**src/rtl/wb_select_stage.sv**
```systemverilog
// ---------------------------------------------------------------------------
// wb_select_stage
//   MEM/WB pipeline register with write-back source selection and load
//   byte/half/word/dword extraction (sign or zero extended). Holds on stall,
//   clears on flush, and counts retired (captured, valid) instructions.
//
// Ports
//   clk, reset          : clock, synchronous active-high reset
//   mem_valid           : MEM stage holds a valid instruction
//   alu_result          : ALU result, also the data-memory byte address
//   dmem_read_data      : raw aligned word/dword from data memory
//   pc_plus4, imm       : link value and immediate write-back sources
//   wb_sel              : 0=ALU 1=load 2=PC+4 3=IMM
//   load_size           : 0=byte 1=half 2=word 3=dword
//   load_unsigned       : 1=zero-extend, 0=sign-extend
//   reg_write, rd_addr  : destination write enable and address
//   stall, flush        : hold / kill the instruction being captured
//   wb_valid, wb_reg_write, wb_rd_addr, wb_data : registered write-back
//   wb_misalign_err     : captured load was misaligned or illegal size
//   wb_retire_count     : retired-instruction counter (wraps)
// ---------------------------------------------------------------------------
module wb_select_stage #(
  parameter int DATA_W     = 32,
  parameter int REG_ADDR_W = 5,
  parameter int CNT_W      = 32
) (
  input  logic                  clk,
  input  logic                  reset,
  input  logic                  mem_valid,
  input  logic [DATA_W-1:0]     alu_result,
  input  logic [DATA_W-1:0]     dmem_read_data,
  input  logic [DATA_W-1:0]     pc_plus4,
  input  logic [DATA_W-1:0]     imm,
  input  logic [1:0]            wb_sel,
  input  logic [1:0]            load_size,
  input  logic                  load_unsigned,
  input  logic                  reg_write,
  input  logic [REG_ADDR_W-1:0] rd_addr,
  input  logic                  stall,
  input  logic                  flush,
  output logic                  wb_valid,
  output logic                  wb_reg_write,
  output logic [REG_ADDR_W-1:0] wb_rd_addr,
  output logic [DATA_W-1:0]     wb_data,
  output logic                  wb_misalign_err,
  output logic [CNT_W-1:0]      wb_retire_count
);

  localparam int OB = $clog2(DATA_W / 8);

  logic [OB-1:0]         off;
  logic [DATA_W-1:0]     lane;
  logic                  ld_err;
  logic                  sel_err;
  logic [DATA_W-1:0]     sel_data;

  logic                  valid_q, valid_d;
  logic                  rw_q, rw_d;
  logic [REG_ADDR_W-1:0] rd_q, rd_d;
  logic [DATA_W-1:0]     data_q, data_d;
  logic                  err_q, err_d;
  logic [CNT_W-1:0]      cnt_q, cnt_d;

  function automatic logic load_err(input logic [1:0] size, input logic [OB-1:0] o);
    case (size)
      2'd1:    return o[0];
      2'd2:    return (o[1:0] != 2'b00);
      2'd3:    return (DATA_W == 32) || (o != '0);
      default: return 1'b0;
    endcase
  endfunction

  // Extracts the low byte/half/word of the shifted lane and widens it.
  // For a full-width access both extensions coincide, so load_unsigned
  // has no effect there.
  function automatic logic [DATA_W-1:0] extend(input logic [DATA_W-1:0] l,
                                               input logic [1:0]        size,
                                               input logic              uns);
    logic signed [7:0]  b;
    logic signed [15:0] h;
    logic signed [31:0] w;
    logic [DATA_W-1:0]  sx;
    logic [DATA_W-1:0]  zx;
    b = l[7:0];
    h = l[15:0];
    w = l[31:0];
    case (size)
      2'd0: begin
        sx = DATA_W'(b);
        zx = DATA_W'(l[7:0]);
      end
      2'd1: begin
        sx = DATA_W'(h);
        zx = DATA_W'(l[15:0]);
      end
      2'd2: begin
        sx = DATA_W'(w);
        zx = DATA_W'(l[31:0]);
      end
      default: begin
        sx = l;
        zx = l;
      end
    endcase
    return uns ? zx : sx;
  endfunction

  assign off     = alu_result[OB-1:0];
  assign lane    = dmem_read_data >> {off, 3'b000};
  assign ld_err  = load_err(load_size, off);
  assign sel_err = (wb_sel == 2'd1) && ld_err;

  always_comb begin
    sel_data = alu_result;
    case (wb_sel)
      2'd0: sel_data = alu_result;
      // A faulting load returns the raw memory word for trap diagnosis.
      2'd1: sel_data = ld_err ? dmem_read_data : extend(lane, load_size, load_unsigned);
      2'd2: sel_data = pc_plus4;
      2'd3: sel_data = imm;
      default: sel_data = alu_result;
    endcase
  end

  always_comb begin
    valid_d = valid_q;
    rw_d    = rw_q;
    rd_d    = rd_q;
    data_d  = data_q;
    err_d   = err_q;
    cnt_d   = cnt_q;
    if (flush) begin
      valid_d = 1'b0;
      rw_d    = 1'b0;
      rd_d    = '0;
      data_d  = '0;
      err_d   = 1'b0;
    end else if (!stall) begin
      valid_d = mem_valid;
      rd_d    = rd_addr;
      data_d  = sel_data;
      err_d   = mem_valid && sel_err;
      // x0 is never written, but the instruction still retires.
      rw_d    = mem_valid && reg_write && (rd_addr != '0) && !sel_err;
      if (mem_valid) cnt_d = cnt_q + CNT_W'(1);
    end
  end

  // ---- MEM -> WB register boundary ----
  always_ff @(posedge clk) begin
    if (reset) begin
      valid_q <= 1'b0;
      rw_q    <= 1'b0;
      rd_q    <= '0;
      data_q  <= '0;
      err_q   <= 1'b0;
      cnt_q   <= '0;
    end else begin
      valid_q <= valid_d;
      rw_q    <= rw_d;
      rd_q    <= rd_d;
      data_q  <= data_d;
      err_q   <= err_d;
      cnt_q   <= cnt_d;
    end
  end

  assign wb_valid        = valid_q;
  assign wb_reg_write    = rw_q;
  assign wb_rd_addr      = rd_q;
  assign wb_data         = data_q;
  assign wb_misalign_err = err_q;
  assign wb_retire_count = cnt_q;

endmodule

```
**config.mk**
```make
export PLATFORM = sky130hd
export DESIGN_NAME = wb_select_stage
export DESIGN_NICKNAME = d
export VERILOG_FILES = /design/src/rtl/wb_select_stage.sv
export SDC_FILE = /design/constraint.sdc
export NUM_CORES = 1
export LEC_CHECK = 0
export ABC_AREA = 0
export CORE_MARGIN = 2
export CORE_UTILIZATION = 46
export DETAILED_ROUTE_END_ITERATION = 12
export PLACE_DENSITY = 0.95
export REMOVE_ABC_BUFFERS = 1
export SYNTH_ARGS = -nofsm -noshare
export SYNTH_HDL_FRONTEND = slang
export SYNTH_SLANG_ARGS = --single-unit
```
**constraint.sdc**
```tcl
create_clock -name clk -period 3.7 [get_ports clk]
set_input_delay 0.925 -clock clk [delete_from_list [all_inputs] [get_ports clk]]
set_output_delay 0.925 -clock clk [all_outputs]
set_load 0.005 [all_outputs]
```
==> run summary <==
Worst stage delay on the critical path - 640 ps
CP Launch Type - input pin
DRC Markers - 0
Vias post-DR - 5,818
Largest family of logic cells by synthesized area - compound AO/OA/AOI/OAI gates
Row cnt - 37
Largest net degree at the start of global routing - 34
Top area cells in the synthesized netlist - dfxtp_1 30%, mux2i_1 6.7%, nor2_1 5.8%
# clock sinks - 72
Post-CTS sizing - 0
Fin crit share - 0.788
Clk_lat worst skew - 350 ps
Placed cells - 905
Clock Skew - 18.4 ps
Die area - 0.0112 mm²
RSZ-0062 raised after global routing - false
Global route overflow - 0
First-pass GRT wire length - 30,300 µm
N_diodes - 0
NetSw - 579 µW
Clock Tree Buf Depth - 2
Internal cell power - 1.38 mW
Yosys cell types - 61
Layout cells sized above 1 - 0.0637
Pwr dens - 274 mW/mm²
Postcts setup bufs - 0
Initial antenna violation count - 0
Detail Route Antenna Nets - 0
Netlist Area Pre-Place - 0.00475 mm²
CTS tree - yes
Min-Delay Path Class - reg -> reg
FMAX - 343 MHz
XOR/XNOR Fraction of Synth Area - 0.0516
Vias in the first global route - 5,750
CP Capture Type - flop
Setup TNS - 0 ps
Starting Density - 0.467
Clock Pin Slew Worst Setup and Hold Paths - 80 ps
Number of flops mapped to enable cells by yosys - 0
Drt first pass iters - 5
Critical path peak fanout - 14
Placer Congestion - 0.986
Warning count from the yosys run - 0
Core area - 0.0102 mm²
Synth Area in Compound Gates - 0.287
CTS root buffer - clkbuf_8
Final instance area - 0.00715 mm²
Num CTS Buffers - 9
Crit-path cells - clkdlybuf4s50_1 -> or2_1 -> o32ai_1 -> nor2_1 -> o211ai_1 -> a22o_1
Setup CP Type - in -> reg
Comb power frac - 0.254
Global Route Usage Sum - 0.339
# nets final - 925
Post-Synth Simple-Gate Area - 0.208
Post-layout util - 0.702
Mapped Cells - 588
PortBufs - 215
Syn avg cell area - 8.08 µm²
Chip width - 106 µm
Hold_buf cts - 0
Final Non-Filler Cells - 921
Seq/Total Area, Yosys - 0.303
Max cap viols - 0
Worst Path Arrival - 3160 ps
Synth area leader - dfxtp_1
Initial DRC count - 479
Hold Violations, Final - 0
Ports - 216
Vias/cell - 6.32
Register share of total power - 0.412
CP required - 3950 ps
Crit path time final - 2920 ps
Routed WL - 18,900 µm
Synth Area in Adders - 0.00263
Static Leakage - 2.56 nW
Post-synthesis mux area share - 0.0934
Proportion of power drawn by the clock network - 0.334
Yosys reg bits - 72
Synth-to-Final Area Change - 50.3%
Top cell type's share of synthesized area - 0.303
Top FF cell, synth - dfxtp_1
Switch share - 0.296
H-tree levels - 3
Die height - 106 µm
Area after DPL - 0.00694 mm²
Slowest CP cell - clkdlybuf4s50_1
Pins Over Slew Limit - 0
WL/cell - 20.5 µm
Number of setup violations in the final report - 0
Peak supply drop - 0.240 mV
HPWL after DPL - 14,300 µm
Outcome - complete, no violations
Worst slew pin tran - 652 ps
Slew headroom - 0.565
Hold_ws - 467 ps
Async SR Flop Fraction - 0
## path summary, 6_finish.rpt
check | from | endpoint | slack, ps | cells past startpoint
min reg2reg | wb_reg_write | wb_reg_write | 470 | 2
max | load_size[0] | wb_data[8] | 780 | 6
max reg2reg | wb_retire_count[6] | wb_retire_count[26] | 1590 | 5
min | wb_reg_write | wb_reg_write | 470 | 2
## cells in the mapped netlist, types with 9 or more instances
cell type  count
a211oi_1       9
a21oi_1       29
a221o_1       14
a221oi_1      10
buf_2         18
clkbuf_1      22
dfxtp_1       72
mux2i_1       32
nand2_1       30
nand2b_1      18
nand3_1       14
nand4_1       11
nor2_1        73
nor3_1        10
o21ai_0       51
o221ai_1      15
o22ai_1       12
xor2_1        23
## cell usage in the layout (no fill, tap or decap), drive strengths merged, types with 15 or more instances in the layout
cell type | Yosys | layout
o21ai | 53 | 53
nand3 | 15 | 15
clkdlybuf4s50 | 0 | 213
buf | 26 | 17
nand2b | 18 | 18
xor2 | 23 | 23
a21oi | 30 | 30
mux2i | 32 | 32
o221ai | 15 | 15
nand2 | 31 | 31
nor2 | 73 | 73
dfxtp | 72 | 72
## logic make-up (layout without fill, tap and decap cells)
logic type,after synthesis,count (layout)
AO/OA/AOI/OAI,196,196
AND/OR/NAND/NOR,195,195
flip-flops,72,72
buffers and inverters,55,252
multiplexers,41,41
XOR/XNOR,28,28
adder cells (fa/ha/maj),1,1
## worst max-delay path, delay by kind of cell
family,cells,cell delay [ps]
AOI/OAI and AO/OA,3,630
and+or+nand+nor,2,950
buffers and inverters,1,640
## state kept, by name, indices dropped and copies added, names as in the netlist
name             count
wb_misalign_err      1
wb_data             32
wb_rd_addr           5
wb_retire_count     32
wb_valid             1
wb_reg_write         1
## cell type report
cell class / count / area [µm²]
multi-input combinational: 461 / 3060
clock buffer: 9 / 124
fill: 807 / 3040
sequential: 72 / 1440
tap: 136 / 170
timing repair buffer: 230 / 2250
inverter: 6 / 22.5
clock inverter: 7 / 77.6
## layer usage
metal,track usage,share of wire,up-vias
met4,0.176,0.050,0
met2,0.545,0.47,397
met5,0,0,-
li1,-,-,2611
met1,0.431,0.39,2725
met3,0.0668,0.093,85
## power groups by stage
stage	registers (mW)	logic (mW)	clock network (mW)
floorplan	0.824	0.169	0
global placement	0.823	0.475	0
detailed placement	0.824	0.484	0
CTS	0.806	0.487	0.660
global route	0.808	0.530	0.698
finish	0.806	0.497	0.655
## through the flow
step,worst slack (ps),total power [mW]
after floorplan,894,0.993
after global placement,646,1.30
after detailed placement,509,1.31
after CTS,877,1.95
after global routing,726,2.04
final,784,1.96
(Power assumes the default switching activity.)
